## config.mk

```make
export PLATFORM = sky130hd
export DESIGN_NAME = fetch_sequencer_flat
export DESIGN_NICKNAME = d
export VERILOG_FILES = /design/src/rtl/fetch_sequencer_if.sv /design/src/rtl/fetch_sequencer.sv /design/src/flat_wrapper.sv
export SDC_FILE = /design/constraint.sdc
export NUM_CORES = 1
export LEC_CHECK = 0
export ABC_AREA = 1
export BUFFER_PORTS_ARGS = -buffer_cell sky130_fd_sc_hd__buf_2
export CELL_PAD_IN_SITES_DETAIL_PLACEMENT = 0
export CELL_PAD_IN_SITES_GLOBAL_PLACEMENT = 1
export CORE_AREA = 4 4 136 138
export DETAILED_ROUTE_END_ITERATION = 16
export DIE_AREA = 0 0 140 142
export PLACE_DENSITY = 0.88
export SLEW_MARGIN = 0
export SYNTH_ARGS = -nofsm -noshare
export SYNTH_HDL_FRONTEND = slang
export SYNTH_SLANG_ARGS = --single-unit
```

## constraint.sdc

```tcl
create_clock -name clk -period 1.85 [get_ports clk]
set_clock_uncertainty 0.05 [all_clocks]
set_input_delay 0 -clock clk [delete_from_list [all_inputs] [get_ports clk]]
set_output_delay 0 -clock clk [all_outputs]
set_load 0.02 [all_outputs]
```

## src/rtl/fetch_sequencer_if.sv

```systemverilog
// rtl/fetch_sequencer_if.sv - imem request/response and IF/ID slot handshake bundle
interface fetch_sequencer_if #(
    parameter int ADDR_W = 32
);
    logic              imem_req;
    logic [ADDR_W-1:0] imem_addr;
    logic              imem_rvalid;
    logic [31:0]       imem_rdata;
    logic              if_valid;
    logic              if_ready;
    logic [31:0]       if_inst;
    logic [ADDR_W-1:0] if_pc;

    modport master (
        output imem_req,
        output imem_addr,
        input  imem_rvalid,
        input  imem_rdata,
        output if_valid,
        input  if_ready,
        output if_inst,
        output if_pc
    );

    modport slave (
        input  imem_req,
        input  imem_addr,
        output imem_rvalid,
        output imem_rdata,
        input  if_valid,
        output if_ready,
        input  if_inst,
        input  if_pc
    );
endinterface

```

## src/rtl/fetch_sequencer.sv

```systemverilog
// rtl/fetch_sequencer.sv - PC owner, one-outstanding imem fetch, single-entry IF/ID slot; optional FETCH_PERF_EN counters
module fetch_sequencer #(
    parameter int                ADDR_W   = 32,
    parameter logic [ADDR_W-1:0] RESET_PC = '0
) (
    input  logic              clk,
    input  logic              rst,
    input  logic [1:0]        pc_src,
    input  logic [ADDR_W-1:0] jump_addr,
    input  logic [ADDR_W-1:0] branch_addr,
    input  logic              stall,
    output logic [ADDR_W-1:0] pc,
    fetch_sequencer_if.master bus
`ifdef FETCH_PERF_EN
    ,
    output logic [31:0]       perf_fetched,
    output logic [31:0]       perf_stall
`endif
);

    typedef enum logic [2:0] {
        S_IDLE,
        S_ISSUE,
        S_WAIT,
        S_HOLD,
        S_DRAIN
    } state_t;

    state_t            state;
    logic              redirect;
    logic              consume;
    logic [ADDR_W-1:0] raw_target;
    logic [ADDR_W-1:0] target;

    always_comb begin
        redirect   = (pc_src == 2'b01) || (pc_src == 2'b10);
        raw_target = (pc_src == 2'b01) ? jump_addr : branch_addr;
        target     = raw_target & ~{{(ADDR_W-2){1'b0}}, 2'b11};
        consume    = bus.if_valid & bus.if_ready & ~stall;
    end

    assign bus.imem_addr = pc;

    // imem_req is a registered pulse: it is raised on every transition into ISSUE.
    always_ff @(posedge clk) begin
        if (!rst) begin
            state        <= S_IDLE;
            pc           <= RESET_PC;
            bus.imem_req <= 1'b0;
            bus.if_valid <= 1'b0;
            bus.if_inst  <= 32'h0;
            bus.if_pc    <= '0;
        end else begin
            bus.imem_req <= 1'b0;
            case (state)
                S_IDLE: begin
                    if (redirect) begin
                        pc <= target;
                    end
                    state        <= S_ISSUE;
                    bus.imem_req <= 1'b1;
                end
                S_ISSUE: begin
                    if (redirect) begin
                        pc    <= target;
                        state <= S_DRAIN;
                    end else begin
                        state <= S_WAIT;
                    end
                end
                S_WAIT: begin
                    if (bus.imem_rvalid) begin
                        if (redirect) begin
                            pc           <= target;
                            state        <= S_ISSUE;
                            bus.imem_req <= 1'b1;
                        end else begin
                            bus.if_inst  <= bus.imem_rdata;
                            bus.if_pc    <= pc;
                            bus.if_valid <= 1'b1;
                            pc           <= pc + ADDR_W'(4);
                            state        <= S_HOLD;
                        end
                    end else if (redirect) begin
                        pc    <= target;
                        state <= S_DRAIN;
                    end
                end
                S_HOLD: begin
                    // A redirect flushes the slot even if decode takes it the same cycle.
                    if (redirect) begin
                        bus.if_valid <= 1'b0;
                        pc           <= target;
                        state        <= S_ISSUE;
                        bus.imem_req <= 1'b1;
                    end else if (consume) begin
                        bus.if_valid <= 1'b0;
                        state        <= S_ISSUE;
                        bus.imem_req <= 1'b1;
                    end
                end
                S_DRAIN: begin
                    if (redirect) begin
                        pc <= target;
                    end
                    if (bus.imem_rvalid) begin
                        state        <= S_ISSUE;
                        bus.imem_req <= 1'b1;
                    end
                end
                default: begin
                    state <= S_IDLE;
                end
            endcase
        end
    end

`ifdef FETCH_PERF_EN
    always_ff @(posedge clk) begin
        if (!rst) begin
            perf_fetched <= 32'h0;
            perf_stall   <= 32'h0;
        end else begin
            if (consume) begin
                perf_fetched <= perf_fetched + 32'd1;
            end
            if (bus.if_valid && !consume) begin
                perf_stall <= perf_stall + 32'd1;
            end
        end
    end
`endif

endmodule

```

## src/flat_wrapper.sv

```systemverilog
// flat-port wrapper written by rule: the top's interface ports become plain ports
module fetch_sequencer_flat 
#(
    parameter int                ADDR_W   = 32,
    parameter logic [ADDR_W-1:0] RESET_PC = '0
)
  (clk, rst, pc_src, jump_addr, branch_addr, stall, pc, bus_imem_req, bus_imem_addr, bus_imem_rvalid, bus_imem_rdata, bus_if_valid, bus_if_ready, bus_if_inst, bus_if_pc);
  fetch_sequencer_if #(.ADDR_W(ADDR_W)) bus_i ();
  input  logic clk;
  input  logic rst;
  input  logic [1:0] pc_src;
  input  logic [ADDR_W-1:0] jump_addr;
  input  logic [ADDR_W-1:0] branch_addr;
  input  logic stall;
  output logic [ADDR_W-1:0] pc;
  output wire logic [$bits(bus_i.imem_req)-1:0] bus_imem_req;
  output wire logic [$bits(bus_i.imem_addr)-1:0] bus_imem_addr;
  input wire logic [$bits(bus_i.imem_rvalid)-1:0] bus_imem_rvalid;
  input wire logic [$bits(bus_i.imem_rdata)-1:0] bus_imem_rdata;
  output wire logic [$bits(bus_i.if_valid)-1:0] bus_if_valid;
  input wire logic [$bits(bus_i.if_ready)-1:0] bus_if_ready;
  output wire logic [$bits(bus_i.if_inst)-1:0] bus_if_inst;
  output wire logic [$bits(bus_i.if_pc)-1:0] bus_if_pc;
  assign bus_imem_req = bus_i.imem_req;
  assign bus_imem_addr = bus_i.imem_addr;
  assign bus_i.imem_rvalid = bus_imem_rvalid;
  assign bus_i.imem_rdata = bus_imem_rdata;
  assign bus_if_valid = bus_i.if_valid;
  assign bus_i.if_ready = bus_if_ready;
  assign bus_if_inst = bus_i.if_inst;
  assign bus_if_pc = bus_i.if_pc;
  fetch_sequencer #(.ADDR_W(ADDR_W), .RESET_PC(RESET_PC)) u_core (.clk(clk), .rst(rst), .pc_src(pc_src), .jump_addr(jump_addr), .branch_addr(branch_addr), .stall(stall), .pc(pc), .bus(bus_i));
endmodule
```

==> results by group, run 1 <==
Global route
  • Grt ovf: 0
  • Antenna violations before repair: 0
  • Via count of the first global-routing pass: 5862
  • Total global-route track usage: 0.188
  • Largest net degree at the start of global routing: 93
  • First-pass GRT wire length: 30500 um

Logic synthesis
  • Net count after synthesis: 930
  • Top cells by area in the synthesized netlist: dfxtp_1 (37%), nor2_1 (11%), nand2_1 (10%)
  • Top flip-flop cell by instance count after synthesis: dfxtp_1
  • Share of synthesized registers carrying an async set or reset: 0
  • Gate count after technology mapping: 825
  • Sequential fraction of the synthesis area: 0.372
  • Number of synthesized flops with an enable pin: 0
  • Unique cell type count in the Yosys netlist: 36
  • Flip-flop and latch count after synthesis: 101
  • Average instance area after synthesis: 6.59 sq um
  • Synthesis Warnings: 0
  • Library cell occupying the most area in the post-synthesis netlist: dfxtp_1
  • Area fraction of the dominant cell type after synthesis: 0.372
  • Combined area of all synthesized cells: 0.00544 sq mm

STA
  • Final min period: 1.73 ns
  • Final hold slack: 0.000142 ns
  • Final hold violation count: 0
  • Tightest slew margin relative to the limit: 0.689
  • RSZ-0062 raised after global routing: false
  • Share of the cycle needed by the critical path after routing: 0.938
  • Max Fclk: 0.576 GHz
  • Slew @ Worst Pin: 0.467 ns
  • Final setup violation count: 0
  • Final slew viol count: 0

Floorplan
  • Die height: 142 um
  • IO Count: 233
  • Core Box Area: 0.0172 sq mm
  • Die Wd: 140 um
  • Initial cell density of the core: 0.316
  • Num rows: 48
  • Die ar.: 0.0199 sq mm

Worst setup path
  • Worst-path maximum fanout: 6
  • Startpoint types: register
  • Arr. time, crit path: 1.92 ns
  • Critical path endpoint category: register
  • WS Path Type: reg -> reg
  • Worst EP required: 2.03 ns

Drt
  • Average vias per placed instance: 4.75
  • Met2 Routed Length: 9480 um
  • Post-detailed-route DRC marker count: 0
  • Post-Route M1 WL: 8380 um
  • Max layer used: met4
  • Post-detailed-routing wire length: 19600 um
  • Post-detailed-route count of antenna-violating nets: 0
  • Average wire length per cell after detail routing: 14.9 um
  • Vias post-DR: 6242
  • First drt pass iteration count: 5
  • WL met3: 1420 um
  • Violation count after the first detailed-routing iteration: 247

Placed design
  • HPWL Detailed: 13800 um
  • Final RePlAce weighted congestion: 0.861
  • Count of buffers from port buffering: 228

Pwr
  • Leak: 3.76 nW
  • Switch share: 0.356
  • Switching pwr: 2.35 mW
  • Power share of the clock group: 0.293
  • Portion of total power attributed to sequential cells: 0.398
  • Power, Total: 6.61 mW
  • Ratio of total power to cell area: 862 mW/mm^2
  • Internal power component: 4.25 mW
  • Worst-case vdd ir drop: 0.503 mV
  • Part of the total power dissipated in combinational logic: 0.309

Clock network
  • Clock buffers created by TritonCTS: 9
  • Level count of the clock H-tree: 3
  • Library cell used as clock root buffer: clkbuf_16
  • Worst-skew pair later-pin latency: 0.35 ns
  • Clock-pin slew on the worst setup and hold paths: 0.07 ns
  • Clock tree from TritonCTS: done
  • Maximum buffer depth of the clock tree: 2
  • Number of clock sinks seen by CTS: 101

Finish
  • Layout cell share with drive strength beyond 1: 0.287
  • # nets final: 1190
  • Most frequent cells in the layout: buf_2 (228), nor2_1 (156), nand2_1 (152)
  • Area delta synth->final: 41.1%
  • Fill cell instance count of the final layout: 1806
  • Most common cell after layout, fill and taps aside: buf_2

Outcome
  • Result of the run: finished, final reports clean

Min path
  • Hold/Removal Path Class: in -> reg

Flow run
  • Max-cap violations: 0
[routing by layer]
| metal | vias up | GRT usage |
|---|---|---|
| met3 | 24 | 0.0450 |
| li1 | 3184 | - |
| met5 | - | 0 |
| met2 | 232 | 0.316 |
| met4 | 0 | 0.0515 |
| met1 | 2802 | 0.242 |
[critical path, cell delays in order (launching register included)]
cell and delay (ns):
dfxtp_1 0.37, nor2_4 0.28, nor2_4 0.10, buf_4 0.18
nor2_2 0.28, a31oi_1 0.17, o31ai_1 0.11, nor2_1 0.07
[final cells by class]
type | count | area, sq um | area share
Sequential cell | 101 | 2030 | 0.265
Antenna cell | 1 | 2.50 | 0.000326
Inverter | 59 | 228 | 0.0297
Timing Repair Buffer | 323 | 2060 | 0.268
Multi-Input combinational cell | 591 | 2770 | 0.361
Tap cell | 225 | 282 | 0.0367
Clock inverter | 5 | 61.3 | 0.00800
Clock buffer | 10 | 239 | 0.0312
[flip-flops by register name, summed over array words and instances (netlist names)]
| name | cells |
|---|---|
| u_core.bus.if_pc | 32 |
| u_core.bus.imem_req | 1 |
| u_core.bus.imem_addr | 32 |
| u_core.bus.if_inst | 32 |
| u_core.bus.if_valid | 1 |
| u_core.state | 3 |
[Yosys cell counts (7+ instances only)]
cell / instances
a21oi_1: 59
dfxtp_1: 101
nand2_1: 152
nand3_1: 49
a31oi_1: 11
nor2_1: 159
nand4_1: 7
o21ai_0: 91
buf_4: 37
o21ai_1: 26
clkbuf_1: 20
buf_2: 12
inv_1: 55
[per-stage QoR]
step                setup slack (ns)   util  cells  setup TNS (ns)  cell area (sq um)
global placement             -0.0208  0.392   1242         -0.0208               6730
finish                         0.115  0.446   1315               0               7670
CTS                           0.0676  0.442   1313               0               7600
detailed placement           -0.0910  0.392   1242           -1.37               6730
floorplan                     0.0742      -    825               0               5440
global route                 0.00460  0.446   1314               0               7660
[what timing repair did]
| action | CTS | global route |
|---|---|---|
| endpoints found under the setup margin | 44 | 18 |
| hold buffers | 56 | 0 |
| setup buffers | 0 | 0 |
| gates resized for setup | 1 | 13 |
| cloned | 0 | 1 |
| endpoints found under the hold margin | 50 | 0 |
| pin swaps | 0 | 2 |
[power by group through the flow]
stage	Sequential [mW]	Clock (mW)	Combinational, mW
finish	2.63	1.94	2.04
global route	2.67	2.07	2.25
CTS	2.62	1.99	2.02
detailed placement	2.67	0	1.92
global placement	2.67	0	1.91
floorplan	2.94	0	0.989
[logic make-up (layout without fill, tap and decap cells)]
kind of cell	after synthesis	count (layout)	synth area share
simple gates	390	390	0.308
fa+ha+maj	2	2	0.00460
other cells	0	1	0
xor+xnor	2	2	0.00322
buf+inv	133	397	0.123
compound gates	197	197	0.189
flops	101	101	0.372
[final timing paths]
check | depth (start not counted) | from | to | slack [ns]
worst max-delay path | 7 | u_core.state[0] | u_core.bus.imem_addr[4] | 0.12
worst min-delay path | 5 | branch_addr[12] | u_core.bus.imem_addr[12] | 0.0001
worst max register to register | 7 | u_core.state[0] | u_core.bus.imem_addr[4] | 0.12
worst min register to register | 2 | u_core.bus.imem_addr[1] | u_core.bus.imem_addr[1] | 0.42
(Power assumes the default switching activity.)
==> inputs of run 2 (changes only) <==
--- a/config.mk
+++ b/config.mk
@@ -6,12 +6,12 @@
 export NUM_CORES = 1
 export LEC_CHECK = 0
 export ABC_AREA = 1
-export BUFFER_PORTS_ARGS = -buffer_cell sky130_fd_sc_hd__buf_2
 export CELL_PAD_IN_SITES_DETAIL_PLACEMENT = 0
 export CELL_PAD_IN_SITES_GLOBAL_PLACEMENT = 1
-export CORE_AREA = 4 4 136 138
+export CORE_AREA = 4 4 118 120
 export DETAILED_ROUTE_END_ITERATION = 16
-export DIE_AREA = 0 0 140 142
+export DIE_AREA = 0 0 122 124
+export DONT_BUFFER_PORTS = 1
 export PLACE_DENSITY = 0.88
 export SLEW_MARGIN = 0
 export SYNTH_ARGS = -nofsm -noshare
==> results by group, run 2 (same netlist as run 1, synthesis figures left out) <==
Worst setup path
  • Arr. time, crit path: 1.89 ns (was 1.92 ns)
  • CP Cell Sequence: ha_4 -> nand2_1 -> nor2_1 -> buf_4 -> inv_1 -> nor2_4 -> nand3_1 -> o21bai_1 -> a21oi_1 (was nor2_4 -> nor2_4 -> buf_4 -> nor2_2 -> a31oi_1 -> o31ai_1 -> nor2_1)
  • Worst EP required: 2.05 ns (was 2.03 ns)
  • Largest delay share family, worst path: simple AND/OR/NAND/NOR gates (unchanged)
  • Standard cell with the maximum stage delay on the critical path: dfxtp_1 (unchanged)
  • Critical path endpoint category: register (unchanged)
  • WS Path Type: reg -> reg (unchanged)
  • Worst path max stage delay: 0.40 ns (was 0.37 ns)
  • Startpoint types: register (unchanged)
  • Worst-path maximum fanout: 7 (was 6)
  • Crit path buffers/inverters: 2 (was 1)

Drt
  • Average vias per placed instance: 5.14 (was 4.75)
  • Violation count after the first detailed-routing iteration: 364 (was 247)
  • Post-detailed-routing wire length: 18200 um (was 19600 um)
  • Post-detailed-route count of antenna-violating nets: 0 (unchanged)
  • Vias post-DR: 5598 (was 6242)
  • First drt pass iteration count: 4 (was 5)
  • Post-detailed-route DRC marker count: 0 (unchanged)
  • Average wire length per cell after detail routing: 16.7 um (was 14.9 um)

STA
  • Final slew viol count: 0 (unchanged)
  • Final min period: 1.69 ns (was 1.73 ns)
  • RSZ-0062 raised after global routing: false (unchanged)
  • Final setup violation count: 0 (unchanged)
  • Sum Neg Setup Slack: 0 ns (unchanged)
  • Final hold slack: 0.0178 ns (was 0.000142 ns)
  • Share of the cycle needed by the critical path after routing: 0.911 (was 0.938)
  • Max Fclk: 0.593 GHz (was 0.576 GHz)
  • Slew @ Worst Pin: 0.470 ns (was 0.467 ns)
  • Final hold violation count: 0 (unchanged)
  • Tightest slew margin relative to the limit: 0.686 (was 0.689)

Finish
  • Diodes inserted: 0 (was 1)
  • Post-layout instance area: 0.00693 sq mm (was 0.00767 sq mm)
  • Most common cell after layout, fill and taps aside: nor2_1 (was buf_2)
  • Layout cell share with drive strength beyond 1: 0.106 (was 0.287)
  • Most frequent cells in the layout: nor2_1 (156), nand2_1 (152), dfxtp_1 (99) (was buf_2 (228), nor2_1 (156), nand2_1 (152))
  • Register area: 0.00202 sq mm (was 0.00203 sq mm)
  • Area delta synth->final: 27.5% (was 41.1%)
  • Fill cell instance count of the final layout: 1294 (was 1806)
  • # nets final: 1013 (was 1190)
  • Combined area of the multi-input logic cells: 0.00277 sq mm (unchanged)

Floorplan
  • Die Wd: 122 um (was 140 um)
  • Core Box Area: 0.0130 sq mm (was 0.0172 sq mm)
  • Die height: 124 um (was 142 um)
  • Num rows: 42 (was 48)
  • Die ar.: 0.0151 sq mm (was 0.0199 sq mm)
  • IO Count: 233 (unchanged)
  • Initial cell density of the core: 0.419 (was 0.316)

Global route
  • Via count of the first global-routing pass: 5310 (was 5862)
  • Total global-route track usage: 0.233 (was 0.188)
  • Grt ovf: 0 (unchanged)
  • Antenna violations before repair: 0 (unchanged)
  • Largest net degree at the start of global routing: 95 (was 93)
  • First-pass GRT wire length: 27900 um (was 30500 um)

Clock network
  • Post-CTS repair timing setup buffer count: 0 (unchanged)
  • Clock-pin slew on the worst setup and hold paths: 0.08 ns (was 0.07 ns)
  • Maximum buffer depth of the clock tree: 2 (unchanged)
  • Worst-skew pair later-pin latency: 0.36 ns (was 0.35 ns)
  • Clock tree from TritonCTS: done (unchanged)
  • Clock buffers created by TritonCTS: 9 (unchanged)
  • Level count of the clock H-tree: 3 (unchanged)
  • Number of clock sinks seen by CTS: 101 (unchanged)
  • Library cell used as clock root buffer: clkbuf_16 (unchanged)

Pwr
  • Ratio of total power to cell area: 933 mW/mm^2 (was 862 mW/mm^2)
  • Leak: 2.93 nW (was 3.76 nW)
  • Power, Total: 6.47 mW (was 6.61 mW)
  • Worst-case vdd ir drop: 0.517 mV (was 0.503 mV)

Placed design
  • Count of buffers from port buffering: 0 (was 228)
  • Placed instance area: 0.00563 sq mm (was 0.00673 sq mm)
  • HPWL Detailed: 11900 um (was 13800 um)
  • Final RePlAce weighted congestion: 0.906 (was 0.861)

Outcome
  • Result of the run: finished, final reports clean (unchanged)

Flow run
  • Max-cap violations: 0 (unchanged)

Min path
  • Hold/Removal Path Class: in -> reg (unchanged)
==> run 2: per-stage QoR <==
step | cells | setup slack, ns | util
after floorplan | 825 | 0.0742 | -
after global placement | 981 | 0.0526 | 0.433
after detailed placement | 981 | 0.00761 | 0.433
after CTS | 1088 | 0.0820 | 0.529
after global routing | 1089 | 0.00355 | 0.534
final | 1089 | 0.164 | 0.534
==> run 2: per-layer routing <==
| layer | vias up | routed length [um] | track usage | share of wire |
|---|---|---|---|---|
| met3 | 16 | 1420 | 0.0550 | 0.078 |
| met4 | 0 | 298 | 0.0812 | 0.016 |
| met5 | - | 0 | 0 | 0 |
| met2 | 193 | 8770 | 0.380 | 0.48 |
| li1 | 2837 | - | - | - |
| met1 | 2552 | 7750 | 0.302 | 0.42 |
==> run 2: path summary, 6_finish.rpt <==
kind                            start                  endpoint  slack [ns]  cells past startpoint
max           u_core.bus.imem_addr[3]  u_core.bus.imem_addr[26]        0.16                      9
min                   branch_addr[26]  u_core.bus.imem_addr[26]        0.02                      6
max reg2reg   u_core.bus.imem_addr[3]  u_core.bus.imem_addr[26]        0.16                      9
min reg2reg  u_core.bus.imem_addr[31]      u_core.bus.if_pc[31]        0.47                      2
==> run 2: layout make-up <==
cell class	instances	area share
Sequential cell	101	0.292
Multi-Input combinational cell	591	0.400
Inverter	59	0.0323
Tap cell	176	0.0318
Timing Repair Buffer	146	0.199
Clock buffer	9	0.0325
Clock inverter	7	0.0126
==> run 2: repair_timing <==
item | 4_1_cts | 5_1_grt
hold endpoints to repair | 101 | 0
hold buffers | 91 | 0
resized for setup | 1 | 9
gates cloned | 0 | 1
setup endpoints to repair | 1 | 33
pin swaps | 0 | 2
==> run 2: worst register-to-register path: stages, from the launching register on <==
cell and delay (ns):
dfxtp_1 0.40, ha_4 0.18, nand2_1 0.09, nor2_1 0.11
buf_4 0.15, inv_1 0.07, nor2_4 0.18, nand3_1 0.13
o21bai_1 0.14, a21oi_1 0.08
==> run 2: power by group <==
| group | internal [mW] | switching (mW) | leakage [nW] |
|---|---|---|---|
| combinational | 0.608 | 1.05 | 1.95 |
| clock | 1.08 | 0.937 | 0.154 |
| sequential | 2.42 | 0.370 | 0.826 |
| total | 4.11 | 2.36 | 2.93 |
